$ cat config.mk
export PLATFORM = sky130hd
export DESIGN_NAME = zx_cart_bus_master_flat
export DESIGN_NICKNAME = d
export VERILOG_FILES = /design/src/rtl/zx_cart_bus_master_if.sv /design/src/rtl/zx_cart_bus_master.sv /design/src/flat_wrapper.sv
export SDC_FILE = /design/constraint.sdc
export NUM_CORES = 1
export LEC_CHECK = 0
export CAP_MARGIN = 20
export CORE_AREA = 4 4 113 104
export DETAILED_ROUTE_END_ITERATION = 8
export DIE_AREA = 0 0 117 108
export GPL_TIMING_DRIVEN = 0
export HOLD_SLACK_MARGIN = 0.12
export SYNTH_ARGS = -nofsm -noshare
export SYNTH_HDL_FRONTEND = slang
export SYNTH_SLANG_ARGS = --single-unit
$ cat constraint.sdc
create_clock -name clk -period 2 [get_ports clk]
set_clock_uncertainty 0.05 [all_clocks]
set_input_delay 0.3 -clock clk [delete_from_list [all_inputs] [get_ports clk]]
set_output_delay 0.3 -clock clk [all_outputs]
set_load 0.005 [all_outputs]
$ cat src/rtl/zx_cart_bus_master_if.sv
// Bus bundle between the Z80-style initiator and the cartridge side of
// the loader fixture: host command/response handshake, cartridge strobes,
// address/data and the mirrored bank state.
interface zx_cart_bus_master_if;
    logic        cmd_valid;
    logic        cmd_ready;
    logic [1:0]  cmd_op;
    logic [15:0] cmd_addr;
    logic [5:0]  cmd_bank;
    logic        rsp_valid;
    logic [7:0]  rsp_data;
    logic        rsp_err;
    logic        cart_reset_n;
    logic        mreq_n;
    logic        iorq_n;
    logic        rd_n;
    logic [15:0] A;
    logic [7:0]  d_in;
    logic [5:0]  shadow_bank;
    logic        shadow_lock;

    // The bus master drives strobes, address and responses.
    modport master (
        input  cmd_valid, cmd_op, cmd_addr, cmd_bank, d_in,
        output cmd_ready, rsp_valid, rsp_data, rsp_err, cart_reset_n,
        output mreq_n, iorq_n, rd_n, A, shadow_bank, shadow_lock
    );

    // The host/cartridge side sees the mirror image.
    modport slave (
        output cmd_valid, cmd_op, cmd_addr, cmd_bank, d_in,
        input  cmd_ready, rsp_valid, rsp_data, rsp_err, cart_reset_n,
        input  mreq_n, iorq_n, rd_n, A, shadow_bank, shadow_lock
    );
endinterface

$ cat src/rtl/zx_cart_bus_master.sv
// Z80-style bus initiator for the cartridge loader fixture. It runs memory
// reads, port-0x7F page-up cycles and cartridge resets, and keeps a shadow
// of the cartridge bank counter and self-lock flag so the host always knows
// which 8 KB bank is mapped.
module zx_cart_bus_master #(
    parameter int T_CLKS        = 2,
    parameter int SELF_LOCK_VAL = 15,
    parameter int RESET_CLKS    = 4
) (
    input logic                  clk,
    input logic                  reset_n,
    zx_cart_bus_master_if.master bus
);

    localparam int TCW = (T_CLKS > 1) ? $clog2(T_CLKS) : 1;
    localparam int RCW = (RESET_CLKS > 1) ? $clog2(RESET_CLKS) : 1;
    localparam logic [TCW-1:0] T_LAST   = TCW'(T_CLKS - 1);
    localparam logic [RCW-1:0] R_LAST   = RCW'(RESET_CLKS - 1);
    localparam logic [5:0]     LOCK_VAL = 6'(SELF_LOCK_VAL);
    localparam logic [15:0]    PAGE_PORT = 16'h007F;

    localparam logic [1:0] OP_MEM_RD     = 2'd0;
    localparam logic [1:0] OP_PAGE_UP    = 2'd1;
    localparam logic [1:0] OP_SELECT     = 2'd2;
    localparam logic [1:0] OP_CART_RESET = 2'd3;

    // S_GAP is the idle T-state inserted after each page-up of a bank select.
    typedef enum logic [2:0] {
        S_IDLE,
        S_MEM,
        S_PAGE,
        S_GAP,
        S_RST,
        S_RESP
    } state_e;

    state_e         state_q;
    logic [TCW-1:0] tcnt_q;
    logic [1:0]     tidx_q;
    logic [RCW-1:0] rcnt_q;
    logic [5:0]     remain_q;
    logic [5:0]     target_q;
    logic           sel_q;
    logic           err_q;

    logic           cmd_ready_q;
    logic           rsp_valid_q;
    logic [7:0]     rsp_data_q;
    logic           rsp_err_q;
    logic           cart_reset_n_q;
    logic           mreq_n_q;
    logic           iorq_n_q;
    logic           rd_n_q;
    logic [15:0]    addr_q;
    logic [5:0]     bank_q;
    logic           lock_q;

    logic [5:0]     bank_inc_d;
    logic           lock_inc_d;
    logic           t_last;

    assign t_last = (tcnt_q == T_LAST);

    // Shadow state after one cartridge page-up; a locked cartridge ignores it.
    always_comb begin
        bank_inc_d = bank_q;
        lock_inc_d = lock_q;
        if (!lock_q) begin
            bank_inc_d = bank_q + 6'd1;
            lock_inc_d = (bank_q == LOCK_VAL);
        end
    end

    // Command sequencer with registered bus strobes, responses and shadows.
    always_ff @(posedge clk or negedge reset_n) begin
        if (!reset_n) begin
            state_q        <= S_IDLE;
            tcnt_q         <= '0;
            tidx_q         <= 2'd0;
            rcnt_q         <= '0;
            remain_q       <= 6'd0;
            target_q       <= 6'd0;
            sel_q          <= 1'b0;
            err_q          <= 1'b0;
            cmd_ready_q    <= 1'b1;
            rsp_valid_q    <= 1'b0;
            rsp_data_q     <= 8'h00;
            rsp_err_q      <= 1'b0;
            cart_reset_n_q <= 1'b0;
            mreq_n_q       <= 1'b1;
            iorq_n_q       <= 1'b1;
            rd_n_q         <= 1'b1;
            addr_q         <= 16'h0000;
            bank_q         <= 6'd0;
            lock_q         <= 1'b0;
        end else begin
            rsp_valid_q <= 1'b0;
            case (state_q)
                S_IDLE: begin
                    cart_reset_n_q <= 1'b1;
                    mreq_n_q       <= 1'b1;
                    iorq_n_q       <= 1'b1;
                    rd_n_q         <= 1'b1;
                    cmd_ready_q    <= 1'b1;
                    tcnt_q         <= '0;
                    tidx_q         <= 2'd0;
                    rcnt_q         <= '0;
                    if (bus.cmd_valid && cmd_ready_q) begin
                        cmd_ready_q <= 1'b0;
                        sel_q       <= 1'b0;
                        err_q       <= lock_q;
                        case (bus.cmd_op)
                            OP_MEM_RD: begin
                                addr_q  <= bus.cmd_addr;
                                state_q <= S_MEM;
                            end
                            OP_PAGE_UP: begin
                                addr_q  <= PAGE_PORT;
                                state_q <= S_PAGE;
                            end
                            OP_SELECT: begin
                                if (bus.cmd_bank > LOCK_VAL) begin
                                    rsp_valid_q <= 1'b1;
                                    rsp_err_q   <= 1'b1;
                                    rsp_data_q  <= {2'b00, bank_q};
                                    state_q     <= S_RESP;
                                end else begin
                                    sel_q          <= 1'b1;
                                    remain_q       <= bus.cmd_bank;
                                    target_q       <= bus.cmd_bank;
                                    cart_reset_n_q <= 1'b0;
                                    state_q        <= S_RST;
                                end
                            end
                            OP_CART_RESET: begin
                                cart_reset_n_q <= 1'b0;
                                state_q        <= S_RST;
                            end
                            default: state_q <= S_IDLE;
                        endcase
                    end
                end

                S_MEM: begin
                    if (t_last) begin
                        tcnt_q <= '0;
                        if (tidx_q == 2'd2) begin
                            mreq_n_q    <= 1'b1;
                            rd_n_q      <= 1'b1;
                            rsp_valid_q <= 1'b1;
                            rsp_data_q  <= bus.d_in;
                            rsp_err_q   <= lock_q;
                            state_q     <= S_RESP;
                        end else begin
                            tidx_q   <= tidx_q + 2'd1;
                            mreq_n_q <= 1'b0;
                            rd_n_q   <= 1'b0;
                        end
                    end else begin
                        tcnt_q <= tcnt_q + TCW'(1);
                    end
                end

                S_PAGE: begin
                    if (t_last) begin
                        tcnt_q <= '0;
                        if (tidx_q == 2'd3) begin
                            iorq_n_q <= 1'b1;
                            rd_n_q   <= 1'b1;
                            if (sel_q) begin
                                remain_q <= remain_q - 6'd1;
                                state_q  <= S_GAP;
                            end else begin
                                rsp_valid_q <= 1'b1;
                                rsp_data_q  <= {2'b00, bank_q};
                                rsp_err_q   <= err_q;
                                state_q     <= S_RESP;
                            end
                        end else begin
                            tidx_q <= tidx_q + 2'd1;
                            if (tidx_q == 2'd0) begin
                                iorq_n_q <= 1'b0;
                                rd_n_q   <= 1'b0;
                                bank_q   <= bank_inc_d;
                                lock_q   <= lock_inc_d;
                            end
                        end
                    end else begin
                        tcnt_q <= tcnt_q + TCW'(1);
                    end
                end

                S_GAP: begin
                    if (t_last) begin
                        tcnt_q <= '0;
                        tidx_q <= 2'd0;
                        if (remain_q == 6'd0) begin
                            rsp_valid_q <= 1'b1;
                            rsp_data_q  <= {2'b00, target_q};
                            rsp_err_q   <= 1'b0;
                            state_q     <= S_RESP;
                        end else begin
                            state_q <= S_PAGE;
                        end
                    end else begin
                        tcnt_q <= tcnt_q + TCW'(1);
                    end
                end

                S_RST: begin
                    if (rcnt_q == R_LAST) begin
                        cart_reset_n_q <= 1'b1;
                        bank_q         <= 6'd0;
                        lock_q         <= 1'b0;
                        tcnt_q         <= '0;
                        tidx_q         <= 2'd0;
                        if (sel_q && (remain_q != 6'd0)) begin
                            addr_q  <= PAGE_PORT;
                            state_q <= S_PAGE;
                        end else begin
                            // Either a plain reset or a select of bank 0: bank is now 0.
                            rsp_valid_q <= 1'b1;
                            rsp_data_q  <= 8'h00;
                            rsp_err_q   <= 1'b0;
                            state_q     <= S_RESP;
                        end
                    end else begin
                        rcnt_q <= rcnt_q + RCW'(1);
                    end
                end

                S_RESP: begin
                    cmd_ready_q <= 1'b1;
                    state_q     <= S_IDLE;
                end

                default: begin
                    state_q        <= S_IDLE;
                    cmd_ready_q    <= 1'b1;
                    cart_reset_n_q <= 1'b1;
                    mreq_n_q       <= 1'b1;
                    iorq_n_q       <= 1'b1;
                    rd_n_q         <= 1'b1;
                end
            endcase
        end
    end

    assign bus.cmd_ready    = cmd_ready_q;
    assign bus.rsp_valid    = rsp_valid_q;
    assign bus.rsp_data     = rsp_data_q;
    assign bus.rsp_err      = rsp_err_q;
    assign bus.cart_reset_n = cart_reset_n_q;
    assign bus.mreq_n       = mreq_n_q;
    assign bus.iorq_n       = iorq_n_q;
    assign bus.rd_n         = rd_n_q;
    assign bus.A            = addr_q;
    assign bus.shadow_bank  = bank_q;
    assign bus.shadow_lock  = lock_q;

endmodule

$ cat src/flat_wrapper.sv
// flat-port wrapper written by rule: the top's interface ports become plain ports
module zx_cart_bus_master_flat 
#(
    parameter int T_CLKS        = 2,
    parameter int SELF_LOCK_VAL = 15,
    parameter int RESET_CLKS    = 4
)
  (clk, reset_n, bus_cmd_valid, bus_cmd_op, bus_cmd_addr, bus_cmd_bank, bus_d_in, bus_cmd_ready, bus_rsp_valid, bus_rsp_data, bus_rsp_err, bus_cart_reset_n, bus_mreq_n, bus_iorq_n, bus_rd_n, bus_A, bus_shadow_bank, bus_shadow_lock);
  zx_cart_bus_master_if bus_i ();
  input logic clk;
  input logic reset_n;
  input wire logic [$bits(bus_i.cmd_valid)-1:0] bus_cmd_valid;
  input wire logic [$bits(bus_i.cmd_op)-1:0] bus_cmd_op;
  input wire logic [$bits(bus_i.cmd_addr)-1:0] bus_cmd_addr;
  input wire logic [$bits(bus_i.cmd_bank)-1:0] bus_cmd_bank;
  input wire logic [$bits(bus_i.d_in)-1:0] bus_d_in;
  output wire logic [$bits(bus_i.cmd_ready)-1:0] bus_cmd_ready;
  output wire logic [$bits(bus_i.rsp_valid)-1:0] bus_rsp_valid;
  output wire logic [$bits(bus_i.rsp_data)-1:0] bus_rsp_data;
  output wire logic [$bits(bus_i.rsp_err)-1:0] bus_rsp_err;
  output wire logic [$bits(bus_i.cart_reset_n)-1:0] bus_cart_reset_n;
  output wire logic [$bits(bus_i.mreq_n)-1:0] bus_mreq_n;
  output wire logic [$bits(bus_i.iorq_n)-1:0] bus_iorq_n;
  output wire logic [$bits(bus_i.rd_n)-1:0] bus_rd_n;
  output wire logic [$bits(bus_i.A)-1:0] bus_A;
  output wire logic [$bits(bus_i.shadow_bank)-1:0] bus_shadow_bank;
  output wire logic [$bits(bus_i.shadow_lock)-1:0] bus_shadow_lock;
  assign bus_i.cmd_valid = bus_cmd_valid;
  assign bus_i.cmd_op = bus_cmd_op;
  assign bus_i.cmd_addr = bus_cmd_addr;
  assign bus_i.cmd_bank = bus_cmd_bank;
  assign bus_i.d_in = bus_d_in;
  assign bus_cmd_ready = bus_i.cmd_ready;
  assign bus_rsp_valid = bus_i.rsp_valid;
  assign bus_rsp_data = bus_i.rsp_data;
  assign bus_rsp_err = bus_i.rsp_err;
  assign bus_cart_reset_n = bus_i.cart_reset_n;
  assign bus_mreq_n = bus_i.mreq_n;
  assign bus_iorq_n = bus_i.iorq_n;
  assign bus_rd_n = bus_i.rd_n;
  assign bus_A = bus_i.A;
  assign bus_shadow_bank = bus_i.shadow_bank;
  assign bus_shadow_lock = bus_i.shadow_lock;
  zx_cart_bus_master #(.T_CLKS(T_CLKS), .SELF_LOCK_VAL(SELF_LOCK_VAL), .RESET_CLKS(RESET_CLKS)) u_core (.clk(clk), .reset_n(reset_n), .bus(bus_i));
endmodule
==> results of run 1 <==
-- through the flow --
stage          total power [mW]  hold WS (ns)
6_report                   7.34         0.428
5_1_grt                    7.86         0.453
4_1_cts                    7.23         0.436
3_5_place_dp               5.39         0.260
3_3_place_gp               5.31         0.415
2_1_floorplan              4.10       -0.0456
-- synthesized netlist by cell type (2+ instances only) --
cell type,n
xor2_1,4
o21ai_0,34
o2bb2ai_1,2
mux2i_1,2
o22ai_1,4
clkbuf_1,5
o211ai_1,3
mux2_4,9
nor2b_1,2
inv_1,11
buf_1,2
nand3_1,5
buf_2,6
nor2_1,33
o31ai_1,2
dfstp_2,4
nor3_1,14
a22o_1,2
dfrtp_1,56
nand2b_1,3
a31oi_1,3
a21oi_1,21
o21ai_1,9
nand2_1,56
a22oi_1,2
mux2_2,7
and3_1,3
buf_6,5
nand4_1,3
nor4b_1,2
and2_1,9
a211oi_1,8
o21a_1,2
nor3b_1,4
ha_1,6
buf_4,3
-- per-layer routing --
layer | vias up | GRT usage (%)
met5 | - | 0
met4 | 0 | 3.19
met3 | 9 | 4.36
met2 | 103 | 25.8
met1 | 1559 | 22.2
li1 | 1521 | -
-- report_power, final --
part	leakage, nW	total (mW)	switching [mW]	internal, mW
clock	0.132	1.45	0.603	0.843
sequential	0.758	2.07	0.360	1.71
combinational	1.26	3.83	1.86	1.98
-- worst paths after layout --
| path | endpoint | depth (start not counted) |
|---|---|---|
| max | u_core.bus.rsp_data[3] | 7 |
| min in group asynchronous | u_core.bus.rsp_valid | 2 |
| max in group asynchronous | u_core.bus.cmd_ready | 3 |
| min | u_core.bus.cart_reset_n | 3 |
| min reg2reg | u_core.bus.A[10] | 2 |
| max reg2reg | u_core.bus.rsp_data[3] | 7 |
-- logic make-up (layout without fill, tap and decap cells) --
| group | count (synthesis) | count (layout) | share of synthesized area [%] |
|---|---|---|---|
| DFF | 60 | 60 | 44.0 |
| adders and majority gates | 6 | 6 | 2.19 |
| and+or+nand+nor | 146 | 146 | 20.9 |
| xor gates and xnor gates | 5 | 5 | 1.28 |
| AOI/OAI and AO/OA | 103 | 103 | 19.4 |
| muxes | 18 | 18 | 6.83 |
| buffers and inverters | 33 | 138 | 5.33 |
-- flip-flops by register name, summed over array words and instances, names as in the netlist --
signal / count
u_core.bus.mreq_n: 1
u_core.bus.iorq_n: 1
u_core.bus.cmd_ready: 1
u_core.bus.rsp_err: 1
u_core.bus.rsp_valid: 1
u_core.bus.shadow_lock: 1
u_core.bus.rsp_data: 8
u_core.bus.rd_n: 1
u_core.bus.A: 16
u_core.remain_q: 6
u_core.target_q: 6
u_core.state_q: 3
u_core.t_last: 1
u_core.err_q: 1
u_core.rcnt_q: 2
u_core.sel_q: 1
u_core.tidx_q: 2
u_core.bus.cart_reset_n: 1
u_core.bus.shadow_bank: 6
-- layout make-up --
type / instances / area [µm²]
sequential: 60 / 1510
timing repair buffer: 90 / 916
buffer: 20 / 146
inverter: 12 / 47.5
fill: 1009 / 5680
multi-input combinational: 278 / 1890
clock buffer: 9 / 225
clock inverter: 7 / 51.3
tap: 133 / 166
-- tightest hold or removal path, stage by stage --
cell	delay, ns
dlymetal6s2s_1	0.22
o21ai_0	0.12
o22a_1	0.14
-- timing repair --
action | in CTS | in global routing
gates cloned | 4 | 0
hold endpoints to repair | 18 | 0
setup buffers | 7 | 5
resized for setup | 34 | 36
setup endpoints to repair | 41 | 40
hold buffers | 1 | 0
pin swaps | 25 | 10
==> run_results.csv, run 1 <==
group,metric,value,unit
worst_setup_path,critPathTopFamily,"simple AND/OR/NAND/NOR gates",
clock_tree,insertion_delay,0.33,ns
outcome,violations,"setup timing",
sta,setup_viol,27,
global_route,grt_max_degree,40,
layout,drive_gt1_share,24.2,%
routing,wl_per_cell,16.6,µm
clock_tree,cts_sinks,60,
worst_setup_path,worst_path_largest_cell_delay,0.53,ns
routing,wirelength,10100,µm
place,port_buffers,72,
place,place_congestion,0.840,
logic_synthesis,synthTopCellsByArea,"dfrtp_1 (41%), nand2_1 (6.1%), o21ai_0 (5.0%)",
routing,wl_met1,4760,µm
floorplanning,core,0.0106,mm²
logic_synthesis,netlist.area_leader.share,40.9,%
global_route,grt_pass1_vias,3121,
sta,drv_slew,0,
place,postPlaceCellArea,0.00433,mm²
sta,final_hold_viol_count,0,
worst_setup_path,path_max_fanout,6,
routing,highest_layer,"met4",
layout,nets,512,
worst_setup_path,crit_arrival,2.42,ns
worst_setup_path,critPathSlowestCell,"or4b_4",
layout,fin_area,0.00495,mm²
place,pre_cts_ws,-0.368,ns
layout,stdcell_count,609,
routing,wl_met2,4650,µm
layout,mostFrequentLayoutCell,"clkdlybuf4s50_1",
logic_synthesis,yosysTopAreaCell,"dfrtp_1",
floorplanning,placementRows,36,
logic_synthesis,synth_nets,412,
clock_tree,cts_root_buf,"clkbuf_16",
floorplanning,dieArea,0.0126,mm²
clock_tree,htreeDepth,3,
worst_setup_path,critPathBufInv,2,
sta,relSlewSlack,64.0,%
logic_synthesis,synth_warnings,0,
floorplanning,initial_utilization,32.2,%
worst_setup_path,reg2reg_from,"u_core.remain_q[1]",
worst_setup_path,path_class,"reg -> reg",
pwr,p_per_area,1480,mW/mm²
routing,routed_via_density,5.24,
run,maxCapViolCount,0,
sta,tightest_slew,0.540,ns
worst_setup_path,crit_start,"u_core.remain_q[1]",
routing,dr.first_iter.drc_count,213,
place,post-place-cells,577,
logic_synthesis,synth_cell_types,61,
layout,finalCoreUtilization,46.6,%
global_route,grt_first_pass_wirelength,16000,µm
routing,drcViolationCount,0,
routing,num_vias,3192,
clock_tree,numCtsBuffers,9,
place,dpl.hpwl,7150,µm
global_route,antenna_found_initial,0,
logic_synthesis,postSynthCellCount,371,
logic_synthesis,ys_ff_latch,60,
floorplanning,io_pins,73,
outcome,status,"finished, violations left",
sta,finalWorstSetupSlack,-0.258,ns
logic_synthesis,syn_area,0.00342,mm²
clock_tree,cts_tree,"built",
layout,antenna_cells,0,
clock_tree,clkTransAtPathRegs,0.06,ns
worst_hold_path,hp-class,"in -> reg",
sta,fmax,443,MHz
logic_synthesis,synth_edf_count,0,
worst_setup_path,reg2reg_slack,-0.26,ns
clock_tree,cts_buffer_depth,2,
layout,mostFrequentLayoutCells,"clkdlybuf4s50_1 (69), dfrtp_1 (56), nand2_1 (45), nor2_1 (33), o21ai_0 (26)",
floorplanning,die_h,108,µm
sta,fin_tns_setup,-2.92,ns
logic_synthesis,seq_area_frac_synth,44.0,%
routing,wl_met3,614,µm
global_route,track_usage,16.2,%
routing,ant_nets,0,
worst_setup_path,start_kind,"flip-flop",
pwr,peakVddDrop,0.520,mV
logic_synthesis,synth_area_per_cell,9.23,µm²
logic_synthesis,synthFlopType,"dfrtp_1",
global_route,grt-ovfl-total,0,
routing,drt_pre_antenna_iters,5,
logic_synthesis,async_flop_share,100,%
floorplanning,die_w,117,µm
worst_setup_path,required,2.17,ns
sta,period_needed,2.26,ns
sta,rsz0062_at_grt,"yes",
worst_setup_path,end_kind,"flip-flop",
worst_setup_path,crit_chain,"inv_2 -> ha_4 -> or4b_4 -> o311ai_4 -> a221oi_4 -> clkbuf_16 -> mux2_4",
sta,period_share,113,%
pwr,cellLeakagePower,2.15,nW
layout,area_growth,44.6,%
worst_hold_path,hp-start,"bus_cmd_op[1]",
Power figures use the tool's default switching activity.
==> run 2, diff against run 1 <==
==> constraint.sdc (replaced) <==
create_clock -name clk -period 2.3 [get_ports clk]
set_clock_uncertainty 0.05 [all_clocks]
set_input_delay 0.345 -clock clk [delete_from_list [all_inputs] [get_ports clk]]
set_output_delay 0.345 -clock clk [all_outputs]
set_load 0.005 [all_outputs]
==> run_results.csv, run 2 (synthesis gave the netlist of run 1 again) <==
group,metric,value,unit
worst_setup_path,end_kind,"flip-flop",
routing,num_vias,3117,
floorplanning,initial_utilization,32.2,%
global_route,track_usage,16.0,%
worst_setup_path,path_class,"reg -> reg",
clock_tree,cts_tree,"built",
floorplanning,core,0.0106,mm²
clock_tree,numCtsBuffers,9,
sta,tightest_slew,0.740,ns
place,place_congestion,0.877,
pwr,finalPower,6.26,mW
sta,rsz0062_at_grt,"yes",
routing,drcViolationCount,0,
worst_setup_path,start_kind,"flip-flop",
routing,routed_via_density,5.23,
worst_setup_path,required,2.47,ns
layout,fillers,1062,
place,dpl.hpwl,7110,µm
sta,drv_slew,0,
clock_tree,cts_buffer_depth,2,
clock_tree,insertion_delay,0.33,ns
worst_hold_path,hp-class,"reg -> reg",
global_route,grt_max_degree,32,
outcome,violations,"setup timing",
worst_setup_path,path_max_fanout,10,
floorplanning,die_w,117,µm
layout,largest_register_ff_count,16,
sta,period_share,100,%
floorplanning,placementRows,36,
sta,final_hold_viol_count,0,
floorplanning,dieArea,0.0126,mm²
layout,mostFrequentLayoutCell,"clkdlybuf4s50_1",
clock_tree,cts_root_buf,"clkbuf_16",
sta,relSlewSlack,50.7,%
clock_tree,clkTransAtPathRegs,0.05,ns
layout,mostFrequentLayoutCells,"clkdlybuf4s50_1 (71), nand2_1 (56), dfrtp_1 (56), o21ai_0 (34), nor2_1 (33)",
clock_tree,cts_sinks,60,
pwr,cellLeakagePower,2.03,nW
layout,antenna_cells,0,
worst_setup_path,critPathSlowestCell,"or4b_4",
sta,finalWorstSetupSlack,-0.00272,ns
layout,finalCoreUtilization,44.5,%
run,maxCapViolCount,0,
routing,ant_nets,0,
routing,wirelength,9790,µm
sta,fmax,434,MHz
layout,area_growth,38.1,%
place,port_buffers,72,
sta,period_needed,2.30,ns
layout,nets,499,
sta,setup_viol,3,
pwr,p_per_area,1320,mW/mm²
floorplanning,die_h,108,µm
routing,dr.first_iter.drc_count,168,
global_route,grt-ovfl-total,0,
worst_setup_path,crit_arrival,2.47,ns
clock_tree,htreeDepth,3,
global_route,grt_first_pass_wirelength,15900,µm
worst_setup_path,crit_chain,"inv_2 -> ha_4 -> or4b_4 -> buf_6 -> o311ai_4 -> a221oi_4 -> buf_12 -> mux2_4",
pwr,peakVddDrop,0.503,mV
outcome,status,"finished, violations left",
worst_setup_path,worst_path_largest_cell_delay,0.46,ns
routing,drt_pre_antenna_iters,5,
floorplanning,io_pins,73,
global_route,grt_pass1_vias,3036,
global_route,antenna_found_initial,0,
routing,wl_per_cell,16.4,µm
layout,drive_gt1_share,15.1,%
run 2: where the power goes:
part / switching (mW) / internal (mW)
Combinational: 1.50 / 1.53
Clock: 0.509 / 0.948
Sequential: 0.294 / 1.48
Total: 2.31 / 3.96
run 2: worst paths after layout:
path	cells past startpoint	start	to	slack (ns)
worst max-delay path	8	u_core.remain_q[0]	u_core.bus.rsp_data[3]	-0.003
worst min-delay path	1	u_core.target_q[5]	u_core.target_q[5]	0.43
worst max register to register	8	u_core.remain_q[0]	u_core.bus.rsp_data[3]	-0.003
worst min register to register	1	u_core.target_q[5]	u_core.target_q[5]	0.43
max in group asynchronous	3	reset_n	u_core.bus.cmd_ready	0.95
min in group asynchronous	2	reset_n	u_core.bus.rsp_data[0]	0.56
run 2: through the flow:
| step | instance area (µm²) | TNS [ns] | hold WS, ns | instances | setup slack (ns) |
|---|---|---|---|---|---|
| 2_1_floorplan | 3420 | 0 | -0.000591 | 371 | 0.207 |
| 3_3_place_gp | 4310 | -68.06 | 0.413 | 576 | -1.17 |
| 3_5_place_dp | 4330 | -1.09 | 0.398 | 577 | -0.122 |
| 4_1_cts | 4680 | 0 | 0.432 | 595 | 0.00284 |
| 5_1_grt | 4730 | -0.518 | 0.449 | 596 | -0.0663 |
| 6_report | 4730 | -0.00460 | 0.429 | 596 | -0.00272 |
run 2: layout make-up:
cell class / count / area (µm²) / share of cell area [%]
multi-input combinational: 278 / 1780 / 37.6
clock buffer: 10 / 229 / 4.84
timing repair buffer: 76 / 773 / 16.3
clock inverter: 6 / 88.8 / 1.88
inverter: 12 / 47.5 / 1.01
sequential: 60 / 1510 / 31.9
buffer: 21 / 141 / 2.99
tap: 133 / 166 / 3.52
run 2: critical path, delay by kind of cell (launching register included):
family | cells | cell delay [ns]
muxes | 1 | 0.29
and+or+nand+nor | 1 | 0.46
DFF | 1 | 0.41
adders and majority gates | 1 | 0.14
buffers and inverters | 3 | 0.43
AOI/OAI and AO/OA | 2 | 0.42
run 2: layer usage:
layer  vias to the layer above  GRT usage, %  routed length (µm)
met5                         -             0                   0
met4                         0          3.52                 115
met3                        13          4.31                 678
met2                       108          23.9                4300
met1                      1503          23.3                4690
li1                       1493             -                   -
run 2: repair_timing:
action,in CTS,in global routing
pin swaps,1,2
endpoints found under the setup margin,10,26
gates resized for setup,2,8
hold endpoints to repair,30,0
buffers inserted,1,1
hold buffers,1,0
==> run 3, diff against run 2 <==
--- a/config.mk
+++ b/config.mk
@@ -9,6 +9,7 @@
 export CORE_AREA = 4 4 113 104
 export DETAILED_ROUTE_END_ITERATION = 8
 export DIE_AREA = 0 0 117 108
+export DONT_BUFFER_PORTS = 1
 export GPL_TIMING_DRIVEN = 0
 export HOLD_SLACK_MARGIN = 0.12
 export SYNTH_ARGS = -nofsm -noshare
==> run_results.csv, run 3 (synthesis gave the netlist of run 1 again) <==
group,metric,value,unit
outcome,status,"complete, no violations",
layout,drive_gt1_share,17.8,%
worst_setup_path,crit_arrival,2.39,ns
pwr,peakVddDrop,0.459,mV
clock_tree,cts_tree,"built",
worst_setup_path,crit_chain,"inv_2 -> ha_4 -> or4b_4 -> buf_6 -> o311ai_4 -> a221oi_4 -> buf_12 -> mux2_4",
sta,period_share,97.2,%
floorplanning,core,0.0106,mm²
routing,drt_pre_antenna_iters,5,
worst_setup_path,start_kind,"flip-flop",
sta,drv_slew,0,
global_route,grt_pass1_vias,2895,
sta,fmax,447,MHz
pwr,finalPower,5.77,mW
global_route,grt-ovfl-total,0,
place,port_buffers,0,
worst_setup_path,end_kind,"flip-flop",
layout,fillers,1053,
floorplanning,die_h,108,µm
worst_setup_path,required,2.46,ns
run,maxCapViolCount,0,
sta,relSlewSlack,64.5,%
layout,finalCoreUtilization,39.1,%
global_route,antenna_found_initial,0,
place,place_congestion,0.892,
worst_setup_path,path_class,"reg -> reg",
global_route,gr-usage-met2,23.8,%
layout,mostFrequentLayoutCells,"nand2_1 (56), dfrtp_1 (56), o21ai_0 (34), nor2_1 (33), a21oi_1 (21)",
clock_tree,cts_buffer_depth,2,
clock_tree,cts_root_buf,"clkbuf_16",
global_route,grtUsageMet3,6.49,%
routing,wl_per_cell,17.6,µm
floorplanning,dieArea,0.0126,mm²
global_route,grt_first_pass_wirelength,15000,µm
routing,drcViolationCount,0,
sta,fin_tns_setup,0,ns
worst_setup_path,worst_path_largest_cell_delay,0.45,ns
floorplanning,placementRows,36,
floorplanning,die_w,117,µm
layout,stdcell_count,538,
clock_tree,htreeDepth,3,
worst_setup_path,path_max_fanout,8,
global_route,met1_usage,19.5,%
routing,ant_nets,0,
floorplanning,io_pins,73,
layout,largest_register_ff_count,16,
clock_tree,insertion_delay,0.33,ns
global_route,grt_max_degree,61,
clock_tree,cts_sinks,60,
floorplanning,initial_utilization,32.2,%
routing,num_vias,2933,
global_route,track_usage,15.2,%
sta,rsz0062_at_grt,"no",
sta,tightest_slew,0.530,ns
clock_tree,clkTransAtPathRegs,0.06,ns
sta,setup_viol,0,
global_route,top_usage_layer,"met2",
worst_hold_path,hp-class,"in -> reg",
routing,routed_via_density,5.45,
layout,antenna_cells,0,
routing,dr.first_iter.drc_count,239,
clock_tree,numCtsBuffers,9,
sta,period_needed,2.23,ns
layout,nets,441,
place,dpl.hpwl,6860,µm
layout,area_growth,21.5,%
worst_setup_path,critPathSlowestCell,"or4b_4",
routing,wirelength,9480,µm
pwr,cellLeakagePower,1.83,nW
sta,final_hold_viol_count,0,
place,post-place-cells,504,
sta,whs,0.123,ns
pwr,p_per_area,1390,mW/mm²
run 3: cell count changes in the layout (fill, tap and decap cells not counted), sizes merged:
cell,previous run,this run
inv,12,14
buf,20,21
clkbuf,15,14
dlygate4sd3,1,13
clkinvlp,2,1
clkdlybuf4s50,71,0
run 3: path summary, 6_finish.rpt:
kind / end / slack (ns) / depth (start not counted) / startpoint
setup / recovery: u_core.bus.rsp_data[5] / 0.07 / 8 / u_core.remain_q[0]
hold / removal: u_core.bus.A[15] / 0.12 / 2 / bus_cmd_addr[15]
setup reg to reg: u_core.bus.rsp_data[5] / 0.07 / 8 / u_core.remain_q[0]
hold reg to reg: u_core.target_q[4] / 0.43 / 1 / u_core.target_q[4]
max in group asynchronous: u_core.bus.cmd_ready / 1.40 / 2 / reset_n
min in group asynchronous: u_core.bus.rsp_data[0] / 0.51 / 2 / reset_n
run 3: through the flow:
step	instance area, µm²	setup WS [ns]
floorplan	3420	0.207
global placement	3590	-0.0645
detailed placement	3590	-0.0978
CTS	4110	0.0107
global route	4160	0.000755
finish	4160	0.0652
run 3: routing by layer:
metal	part of all wire [%]	vias up	wire length (µm)
met5	0	-	0
met4	1.3	0	127
met3	10	13	945
met2	45	121	4300
met1	43	1424	4110
li1	-	1375	-
run 3: area by class of cell:
cell class                 count  area, µm²  area share, %
buffer                        21        141           3.40
clock buffer                   9        225           5.41
clock inverter                 7       98.8           2.38
inverter                      12       47.5           1.14
multi-input combinational    278       1770           42.6
sequential                    60       1510           36.2
tap                          133        166           4.00
timing repair buffer          18        204           4.90
run 3: repair_timing:
action                                  CTS  global route
hold buffers                             14             0
gates cloned                              0             0
endpoints found under the setup margin   20            25
resized for setup                         2             8
hold endpoints to repair                 72             0
pin swaps                                 1             2
buffers inserted                          2             2
run 3: worst max-delay path, delay by kind of cell (launching register included):
kind                       cells  cell delay, ns
DFF                            1            0.39
muxes                          1            0.29
adders and majority gates      1            0.14
buffers and inverters          3            0.41
AOI/OAI and AO/OA              2            0.37
and+or+nand+nor                1            0.45
run 3: power breakdown:
| part | switching, mW | internal (mW) | leakage, nW |
|---|---|---|---|
| Clock | 0.504 | 0.955 | 0.156 |
| Combinational | 1.37 | 1.08 | 0.914 |
| Sequential | 0.372 | 1.48 | 0.758 |
